File: src/rtl/audio_viz_pkg.sv
`default_nettype none
// ============================================================================
// Module   : audio_viz_pkg
// Brief    : Shared FSM state type and default frame/FFT constants.
// Revision : 1.0
// ============================================================================
package audio_viz_pkg;
    typedef enum logic [2:0] {
        IDLE = 3'd0,
        FILL = 3'd1,
        KICK = 3'd2,
        WAIT = 3'd3,
        HOLD = 3'd4
    } state_t;

    localparam int C_N_POINTS    = 256;
    localparam int C_SAMPLE_W    = 24;
    localparam int C_FFT_TIMEOUT = 4096;
endpackage
`default_nettype wire

File: src/rtl/fft_frame_ctrl_if.sv
`default_nettype none
// ============================================================================
// Module   : fft_frame_ctrl_if
// Brief    : Sample stream, FFT buffer and display handshake bundle.
// Revision : 1.0
// ============================================================================
interface fft_frame_ctrl_if
    import audio_viz_pkg::*;
#(
    parameter int N_POINTS = C_N_POINTS,
    parameter int SAMPLE_W = C_SAMPLE_W
);
    localparam int ADDR_W = $clog2(N_POINTS);

    logic                trig;
    logic                cont_mode;
    logic                sample_valid;
    logic [SAMPLE_W-1:0] sample_in;
    logic                buf_we;
    logic [ADDR_W-1:0]   buf_addr;
    logic [SAMPLE_W-1:0] buf_wdata;
    logic                fft_start;
    logic                fft_done;
    logic                frame_ready;
    logic                frame_ack;
    logic                busy;
    logic                err;
    logic                err_clr;
    logic [15:0]         drop_cnt;

    modport master (
        output trig, cont_mode, sample_valid, sample_in, fft_done, frame_ack, err_clr,
        input  buf_we, buf_addr, buf_wdata, fft_start, frame_ready, busy, err, drop_cnt
    );

    modport slave (
        input  trig, cont_mode, sample_valid, sample_in, fft_done, frame_ack, err_clr,
        output buf_we, buf_addr, buf_wdata, fft_start, frame_ready, busy, err, drop_cnt
    );
endinterface
`default_nettype wire

File: src/rtl/sat_counter.sv
`default_nettype none
// ============================================================================
// Module   : sat_counter
// Brief    : Up-counter that sticks at all-ones instead of wrapping.
// Revision : 1.0
// ============================================================================
module sat_counter #(
    parameter int WIDTH = 16
) (
    input  wire logic             clk,
    input  wire logic             rst,
    input  wire logic             inc,
    input  wire logic             clr,
    output logic [WIDTH-1:0]      count
);
    always_ff @(posedge clk or posedge rst) begin
        if (rst) begin
            count <= '0;
        end else if (clr) begin
            count <= '0;
        end else if (inc && (count != '1)) begin
            count <= count + 1'b1;
        end
    end
endmodule
`default_nettype wire

File: src/rtl/fft_frame_ctrl.sv
`default_nettype none
// ============================================================================
// Module   : fft_frame_ctrl
// Brief    : Captures N_POINTS samples into the FFT buffer, kicks the FFT,
//            waits for completion with timeout and holds the frame for display.
// Revision : 1.0
// ============================================================================
module fft_frame_ctrl
    import audio_viz_pkg::*;
#(
    parameter int N_POINTS    = C_N_POINTS,
    parameter int SAMPLE_W    = C_SAMPLE_W,
    parameter int FFT_TIMEOUT = C_FFT_TIMEOUT
) (
    input  wire logic       clk,
    input  wire logic       rst,
    fft_frame_ctrl_if.slave bus
);
    localparam int ADDR_W = $clog2(N_POINTS);
    localparam int TMO_W  = $clog2(FFT_TIMEOUT);

    state_t              r_state;
    state_t              w_next;
    logic [ADDR_W-1:0]   r_wr_addr;
    logic [TMO_W-1:0]    r_tmo_cnt;
    logic                r_buf_we;
    logic [ADDR_W-1:0]   r_buf_addr;
    logic [SAMPLE_W-1:0] r_buf_wdata;
    logic                r_fft_start;
    logic                r_frame_ready;
    logic                r_err;
    logic                w_accept;
    logic                w_last;
    logic                w_done;
    logic                w_timeout;
    logic                w_ack;
    logic                w_drop;

    always_comb begin
        w_accept  = (r_state == FILL) && bus.sample_valid;
        w_last    = w_accept && (r_wr_addr == ADDR_W'(N_POINTS - 1));
        w_done    = (r_state == WAIT) && bus.fft_done;
        // Done has priority: a timeout is only declared without a coincident done.
        w_timeout = (r_state == WAIT) && !bus.fft_done
                    && (r_tmo_cnt == TMO_W'(FFT_TIMEOUT - 1));
        w_ack     = (r_state == HOLD) && bus.frame_ack;
        w_drop    = bus.sample_valid
                    && ((r_state == KICK) || (r_state == WAIT) || (r_state == HOLD));
    end

    always_comb begin
        w_next = r_state;
        case (r_state)
            IDLE:    if (bus.trig || bus.cont_mode) w_next = FILL;
            FILL:    if (w_last) w_next = KICK;
            KICK:    w_next = WAIT;
            WAIT:    if (w_done) w_next = HOLD;
                     else if (w_timeout) w_next = IDLE;
            HOLD:    if (w_ack) w_next = bus.cont_mode ? FILL : IDLE;
            default: w_next = IDLE;
        endcase
    end

    always_ff @(posedge clk or posedge rst) begin
        if (rst) r_state <= IDLE;
        else     r_state <= w_next;
    end

    // Counter is zero during KICK, so the abort lands FFT_TIMEOUT cycles after fft_start.
    always_ff @(posedge clk or posedge rst) begin
        if (rst) begin
            r_wr_addr <= '0;
            r_tmo_cnt <= '0;
        end else begin
            if (r_state != FILL) r_wr_addr <= '0;
            else if (w_accept)   r_wr_addr <= r_wr_addr + 1'b1;
            if ((r_state == KICK) || (r_state == WAIT)) r_tmo_cnt <= r_tmo_cnt + 1'b1;
            else                                        r_tmo_cnt <= '0;
        end
    end

    always_ff @(posedge clk or posedge rst) begin
        if (rst) begin
            r_buf_we      <= 1'b0;
            r_buf_addr    <= '0;
            r_buf_wdata   <= '0;
            r_fft_start   <= 1'b0;
            r_frame_ready <= 1'b0;
            r_err         <= 1'b0;
        end else begin
            r_buf_we    <= w_accept;
            r_fft_start <= w_last;
            if (w_accept) begin
                r_buf_addr  <= r_wr_addr;
                r_buf_wdata <= bus.sample_in;
            end
            if (w_done)     r_frame_ready <= 1'b1;
            else if (w_ack) r_frame_ready <= 1'b0;
            if (w_timeout)        r_err <= 1'b1;
            else if (bus.err_clr) r_err <= 1'b0;
        end
    end

    sat_counter #(.WIDTH(16)) u_drop_cnt (
        .clk   (clk),
        .rst   (rst),
        .inc   (w_drop),
        .clr   (1'b0),
        .count (bus.drop_cnt)
    );

    assign bus.buf_we      = r_buf_we;
    assign bus.buf_addr    = r_buf_addr;
    assign bus.buf_wdata   = r_buf_wdata;
    assign bus.fft_start   = r_fft_start;
    assign bus.frame_ready = r_frame_ready;
    assign bus.err         = r_err;
    assign bus.busy        = (r_state != IDLE);
endmodule
`default_nettype wire

File: src/flat_wrapper.sv
// flat-port wrapper written by rule: the top's interface ports become plain ports
module fft_frame_ctrl_flat import audio_viz_pkg::*;
#(
    parameter int N_POINTS    = C_N_POINTS,
    parameter int SAMPLE_W    = C_SAMPLE_W,
    parameter int FFT_TIMEOUT = C_FFT_TIMEOUT
)
  (clk, rst, bus_trig, bus_cont_mode, bus_sample_valid, bus_sample_in, bus_fft_done, bus_frame_ack, bus_err_clr, bus_buf_we, bus_buf_addr, bus_buf_wdata, bus_fft_start, bus_frame_ready, bus_busy, bus_err, bus_drop_cnt);
  fft_frame_ctrl_if #(.N_POINTS(N_POINTS), .SAMPLE_W(SAMPLE_W)) bus_i ();
  input  wire logic clk;
  input  wire logic rst;
  input wire logic [$bits(bus_i.trig)-1:0] bus_trig;
  input wire logic [$bits(bus_i.cont_mode)-1:0] bus_cont_mode;
  input wire logic [$bits(bus_i.sample_valid)-1:0] bus_sample_valid;
  input wire logic [$bits(bus_i.sample_in)-1:0] bus_sample_in;
  input wire logic [$bits(bus_i.fft_done)-1:0] bus_fft_done;
  input wire logic [$bits(bus_i.frame_ack)-1:0] bus_frame_ack;
  input wire logic [$bits(bus_i.err_clr)-1:0] bus_err_clr;
  output wire logic [$bits(bus_i.buf_we)-1:0] bus_buf_we;
  output wire logic [$bits(bus_i.buf_addr)-1:0] bus_buf_addr;
  output wire logic [$bits(bus_i.buf_wdata)-1:0] bus_buf_wdata;
  output wire logic [$bits(bus_i.fft_start)-1:0] bus_fft_start;
  output wire logic [$bits(bus_i.frame_ready)-1:0] bus_frame_ready;
  output wire logic [$bits(bus_i.busy)-1:0] bus_busy;
  output wire logic [$bits(bus_i.err)-1:0] bus_err;
  output wire logic [$bits(bus_i.drop_cnt)-1:0] bus_drop_cnt;
  assign bus_i.trig = bus_trig;
  assign bus_i.cont_mode = bus_cont_mode;
  assign bus_i.sample_valid = bus_sample_valid;
  assign bus_i.sample_in = bus_sample_in;
  assign bus_i.fft_done = bus_fft_done;
  assign bus_i.frame_ack = bus_frame_ack;
  assign bus_i.err_clr = bus_err_clr;
  assign bus_buf_we = bus_i.buf_we;
  assign bus_buf_addr = bus_i.buf_addr;
  assign bus_buf_wdata = bus_i.buf_wdata;
  assign bus_fft_start = bus_i.fft_start;
  assign bus_frame_ready = bus_i.frame_ready;
  assign bus_busy = bus_i.busy;
  assign bus_err = bus_i.err;
  assign bus_drop_cnt = bus_i.drop_cnt;
  fft_frame_ctrl #(.N_POINTS(N_POINTS), .SAMPLE_W(SAMPLE_W), .FFT_TIMEOUT(FFT_TIMEOUT)) u_core (.clk(clk), .rst(rst), .bus(bus_i));
endmodule
File: config.mk
export PLATFORM = sky130hd
export DESIGN_NAME = fft_frame_ctrl_flat
export DESIGN_NICKNAME = d
export VERILOG_FILES = /design/src/rtl/audio_viz_pkg.sv /design/src/rtl/fft_frame_ctrl_if.sv /design/src/rtl/sat_counter.sv /design/src/rtl/fft_frame_ctrl.sv /design/src/flat_wrapper.sv
export SDC_FILE = /design/constraint.sdc
export NUM_CORES = 1
export LEC_CHECK = 0
export CORE_ASPECT_RATIO = 1.75
export CORE_MARGIN = 10
export CORE_UTILIZATION = 49
export CTS_CLUSTER_SIZE = 30
export DETAILED_ROUTE_END_ITERATION = 10
export MAX_ROUTING_LAYER = met4
export PLACE_DENSITY = 0.85
export SYNTH_ARGS = -nofsm -noshare
export SYNTH_HDL_FRONTEND = slang
export SYNTH_SLANG_ARGS = --single-unit
File: constraint.sdc
create_clock -name clk -period 2.3 [get_ports clk]
set_input_delay 0.23 -clock clk [delete_from_list [all_inputs] [get_ports clk]]
set_output_delay 0.23 -clock clk [all_outputs]
set_load 0.05 [all_outputs]
Yosys cells after proc, flatten, opt, wreduce, memory -nomap -nowiden

Cells that the tools add are included.

Register bits after elaboration: 75
Bits in latches: 0
Memory bits (writable): 0
Bits in read-only memories: 0
Bits of input ports: 32
Output and inout bits: 53
Word-level logic and storage cells: 57
Memories kept: 0

$add $sub $neg: 3
Multipliers: 0
Divide/modulo/power cells: 0
Order comparisons: 0
Eq/ne operators: 12
Shift operators: 0
Multiplexer cells: 14
Bitwise logic cells: 0
Reductions and logical operators: 18

Operators with widths:

| cell                    | count |
|---|---|
| $add A16 B1 Y16 const B | 1 |
| $mux W8                 | 2 |
| $ne A16 B16 Y1 const B  | 1 |
| $mux W3                 | 5 |
| $pmux W3 S5             | 1 |
| $add A12 B1 Y12 const B | 1 |
| $eq A12 B12 Y1 const B  | 1 |
| $mux W12                | 1 |
| $add A8 B1 Y8 const B   | 1 |
| $eq A8 B8 Y1 const B    | 1 |
| $logic_and A1 B1 Y1     | 8 |
| $eq A3 B2 Y1 const B    | 2 |
| $ne A2 B1 Y1 const B    | 3 |
| $ne A3 B1 Y1 const B    | 2 |
| $reduce_bool A2 Y1      | 3 |
| $mux W1                 | 5 |
| $reduce_and A4 Y1       | 1 |
| $eq A3 B1 Y1 const B    | 1 |
| $eq A3 B3 Y1 const B    | 1 |
| $logic_not A3 Y1        | 1 |
| $logic_or A1 B1 Y1      | 3 |
| $reduce_bool A3 Y1      | 1 |
| $logic_not A1 Y1        | 1 |

Depth between registers and ports, before layout

Word-level depth: 6
Depth in mapped cells: 5

Cells and area by module

Synthesis repeated with hierarchy kept, for this count alone.

Cell total of the unflattened synthesis: 297
Area, all modules: 3529.6 sq um

By module, submodules not included:

| module         | instances | cells each | area an instance (sq um) |
|---|---|---|---|
| fft_frame_ctrl | 1         | 196        | 2597.5 |
| sat_counter    | 1         | 101        | 932.1 |

Worst setup path after synthesis

OpenSTA, ideal clock, no wires.

Path type: flip-flop to flip-flop
From: register u_core.u_drop_cnt.count[3]
To: register u_core.u_drop_cnt.count[14]
Arrival: 1873 ps
Data required time: 2172 ps
Setup slack: 300 ps
Cell stages (with the launch flop): 5
Period minus slack after synthesis: 2000 ps
Cells stage by stage: dfrtp_1 nand4_2 or3_4 nor3_1 mux2_1

Cells in the longest elaborated chain, start to end: 2
Elaborated cells between the ends (all ways): 3
Classes of those cells: 1 x add/sub; 1 x eq/ne; 1 x reduce/logical

RTL lines:

| element                                                 | line              | RTL |
|---|---|---|
| start: declaration                                      | sat_counter.sv:14 | `output logic [WIDTH-1:0] count` |
| start signal: assignment                                | sat_counter.sv:22 | `count <= count + 1'b1;` |
| branches (longest 2 deep; another with $add A16 B1 Y16) | -                 |  |

Several ways; the timed one is not identified.
A chain may end at the register's enable or synchronous reset.

Worst setup path in the final report

From: register u_core.r_state[0]
To: output bus_busy

Cells in the longest elaborated chain, start to end: 1

RTL lines:

| element                  | line                  | RTL |
|---|---|---|
| start: declaration       | fft_frame_ctrl.sv:22  | `state_t r_state;` |
| start signal: assignment | fft_frame_ctrl.sv:66  | `else r_state <= w_next;` |
| $reduce_bool A3 Y1       | fft_frame_ctrl.sv:118 | `assign bus.busy = (r_state != IDLE);` |
| end: declaration         | flat_wrapper.sv:24    | `output wire logic [$bits(bus_i.busy)-1:0] bus_busy;` |

No other way between the ends.

==> reports/qor.yml <==
layout:
  seqCellArea_sq_um: 1877
  drive_gt1_share_pct: 19.23
  area.growth.synth_to_final_pct: 38.31
  n_antenna_cell: 0
  multi_input_area_sq_um: 1386
  final_nets: 394
  nFillCells: 464
pwr:
  vdd_drop_max_uv: 743.9
  total_leakage_power_nw: 2.024
  pwr_density_cell_nw_per_um2: 1084
sta:
  tightest_slew_ns: 0.5698
  fin_crit_sh_pct: 95.05
  slew_headroom_pct: 61.96
  rsz0062_at_grt: "no"
  slew_violations: 0
  worst_slack_ns: 0.1138
  finalSetupViolations: 0
  min_period_ns: 2.186
  fin_worst_skew_ns: 0.005229
  finalSetupTns_ns: 0
  hold_viol_final: 0
  fmax_mhz: 457.4
place:
  pre_cts_ws_ns: 0.3693
  routabilityCongestion: 0.8542
  portBuffers: 84
  dp_hpwl_um: 5962
synth:
  synth_area_sq_um: 3322
  ys_types: 40
  ys.flop_type: "dfrtp_1"
  ys_warn_count: 0
  synth_area_per_cell_sq_um: 12.44
  yosysSeqAreaShare_pct: 56.50
  synthCells: 267
  synth_seq_cells: 75
  synth-async-reset-ratio_pct: 100.0
  synth-edff-count: 0
  syn_nets: 302
clock_tree:
  clock_sinks: 75
  htreeDepth: 3
  cts_hold_buf: 0
  clk-insertion-delay-late_ns: 0.33
  clk_pin_slew_ns: 0.06
  post_cts_resized: 0
  cts_tree: "built"
  clockBufferDepth: 2
  cts-buffers-inserted: 9
  post-cts-setup-buffers: 0
  cts_root_buffer: "clkbuf_16"
floorplan:
  start_util_pct: 50.43
  dieWidth_um: 82.24
  num_rows: 39
  core_sq_um: 6588
  ioPinCount: 85
  die_h_um: 128.9
  fp.dieArea_sq_um: 10600
global_routing:
  grt_start_max_net_pins: 28
  grt_pass1_wl_um: 12990
  grt_pass1_vias: 2557
  antenna_found_initial: 0
  overflow: 0
  grt.total_usage_pct: 16.49
detailed_routing:
  route.detailed.drc: 0
  drtAntennaViolNets: 0
  via_per_inst: 5.327
  drtPass1Iterations: 4
  routed_wl_um: 8059
  dr_total_vias: 2376
  drtIter0Drc: 136
  wl_per_cell_um: 18.07
setup_path:
  critical_path.max_fanout: 11
  worst-setup-path-type: "reg -> out"
  startpoint_type: "register"
  critPathRequiredTime_ns: 2.07
  arrival_ns: 1.96
  r2r_cells: 4
  cp-end-kind: "output pin"
  rr_endpoint: "u_core.u_drop_cnt.count[9]"
  regToRegSetupSlack_ns: 0.46
  reg2reg_from: "u_core.r_state[0]"
job:
  maxCapViolCount: 0
outcome:
  status: "finished, final reports clean"
hold_path:
  hp-class: "in -> async"
## cells by family (layout without fill, tap and decap cells)
kind of cell | Yosys count | after routing | synth area share (%)
AOI/OAI and AO/OA | 16 | 16 | 3.540
muxes | 39 | 39 | 13.15
xor gates and xnor gates | 27 | 27 | 7.118
buffers and inverters | 13 | 110 | 1.770
DFF | 75 | 75 | 56.50
and+or+nand+nor | 94 | 94 | 16.80
adders and majority gates | 3 | 3 | 1.130
## cells in the mapped netlist (all sizes together) (2+ instances only)
cell / number / area (sq um)
inv: 6 / 22.52
nand2b: 2 / 12.51
xor2: 23 / 201.4
and4: 5 / 43.79
dfrtp: 75 / 1877
ha: 3 / 37.54
mux2i: 2 / 20.02
mux2: 37 / 416.7
nor4: 3 / 46.29
clkbuf: 3 / 11.26
and3: 2 / 12.51
nor2: 29 / 108.9
o21ai: 5 / 25.02
nand2: 11 / 41.29
buf: 4 / 25.02
a21oi: 3 / 15.01
and2: 3 / 18.77
nand4: 9 / 83.83
xnor2: 4 / 35.03
nand3: 13 / 65.06
nor3: 9 / 45.04
nor3b: 2 / 25.02
or3: 3 / 23.77
## critical path, cell delays in order (launching register included)
cell and delay (ns):
dfrtp_1 0.49, or3_1 0.42, clkdlybuf4s50_1 0.71
## layer usage
| layer | global-route usage (%) | vias to the layer above | wire length, um |
|---|---|---|---|
| li1 | - | 1122 | - |
| met1 | 17.44 | 1171 | 3173 |
| met2 | 27.86 | 68 | 4303 |
| met3 | 3.766 | 15 | 397 |
| met4 | 7.746 | 0 | 186 |
| met5 | - | - | 0 |
## worst max path at each step
stage / start / to / slack (ns) / cells past startpoint
final: u_core.r_state[0] / bus_busy / 0.11 / 2
after CTS: u_core.r_state[0] / bus_busy / 0.10 / 2
after global routing: u_core.r_state[0] / bus_busy / 0.05 / 2
after global placement: bus_sample_valid / u_core.u_drop_cnt.count[9] / 0.42 / 4
after detailed placement: bus_sample_valid / u_core.bus.buf_wdata[1] / 0.37 / 4
after floorplan: rst / u_core.bus.buf_addr[0] / 0.16 / 1
## sequential cells by signal, summed over array words and instances, names as in the netlist
signal                   count
u_core.bus.buf_addr          8
u_core.bus.frame_ready       1
u_core.r_wr_addr             8
u_core.bus.err               1
u_core.bus.buf_we            1
u_core.bus.buf_wdata        24
u_core.bus.fft_start         1
u_core.r_tmo_cnt            12
u_core.u_drop_cnt.count     16
u_core.r_state               3
## where the power goes
| group | switching, W | leakage (nW) | internal [W] | total [W] |
|---|---|---|---|---|
| registers | 0.000189 | 0.965 | 0.00156 | 0.00175 |
| logic | 0.00112 | 0.910 | 0.000650 | 0.00177 |
| clock network | 0.000514 | 0.150 | 0.000946 | 0.00146 |
| total | 0.00182 | 2.02 | 0.00316 | 0.00498 |
## layout by cell type (no fill, tap or decap), types with 3 or more instances in the layout
cell type,instances
nand4_1,6
xnor2_1,4
clkbuf_16,9
o21ai_0,5
and2_1,3
ha_1,3
nor2_1,29
a21oi_1,3
xor2_1,23
dfrtp_1,75
and4_1,5
nand3_1,13
mux2_2,36
inv_1,5
nand2_1,11
clkdlybuf4s50_1,84
nor3_1,9
## per-stage QoR
stage | cells | hold WS (ns) | area, sq um | total power (W) | util [%]
2_1_floorplan | 267 | 0.3379 | 3322 | 0.002901 | -
3_3_place_gp | 430 | 0.4651 | 4284 | 0.003499 | 65.03
4_1_cts | 446 | 0.2894 | 4594 | 0.005034 | 69.74
5_1_grt | 446 | 0.3278 | 4594 | 0.005177 | 69.74
3_5_place_dp | 430 | 0.4900 | 4284 | 0.003550 | 65.03
6_report | 446 | 0.2794 | 4594 | 0.004981 | 69.74
## area by class of cell
cell class / count / area share, %
multi-input combinational: 179 / 30.17
inverter: 6 / 0.4902
sequential: 75 / 40.85
timing repair buffer: 88 / 19.50
clock inverter: 5 / 1.688
clock buffer: 11 / 5.065
tap: 82 / 2.233
No activity file was read; power rests on OpenSTA's default activity.
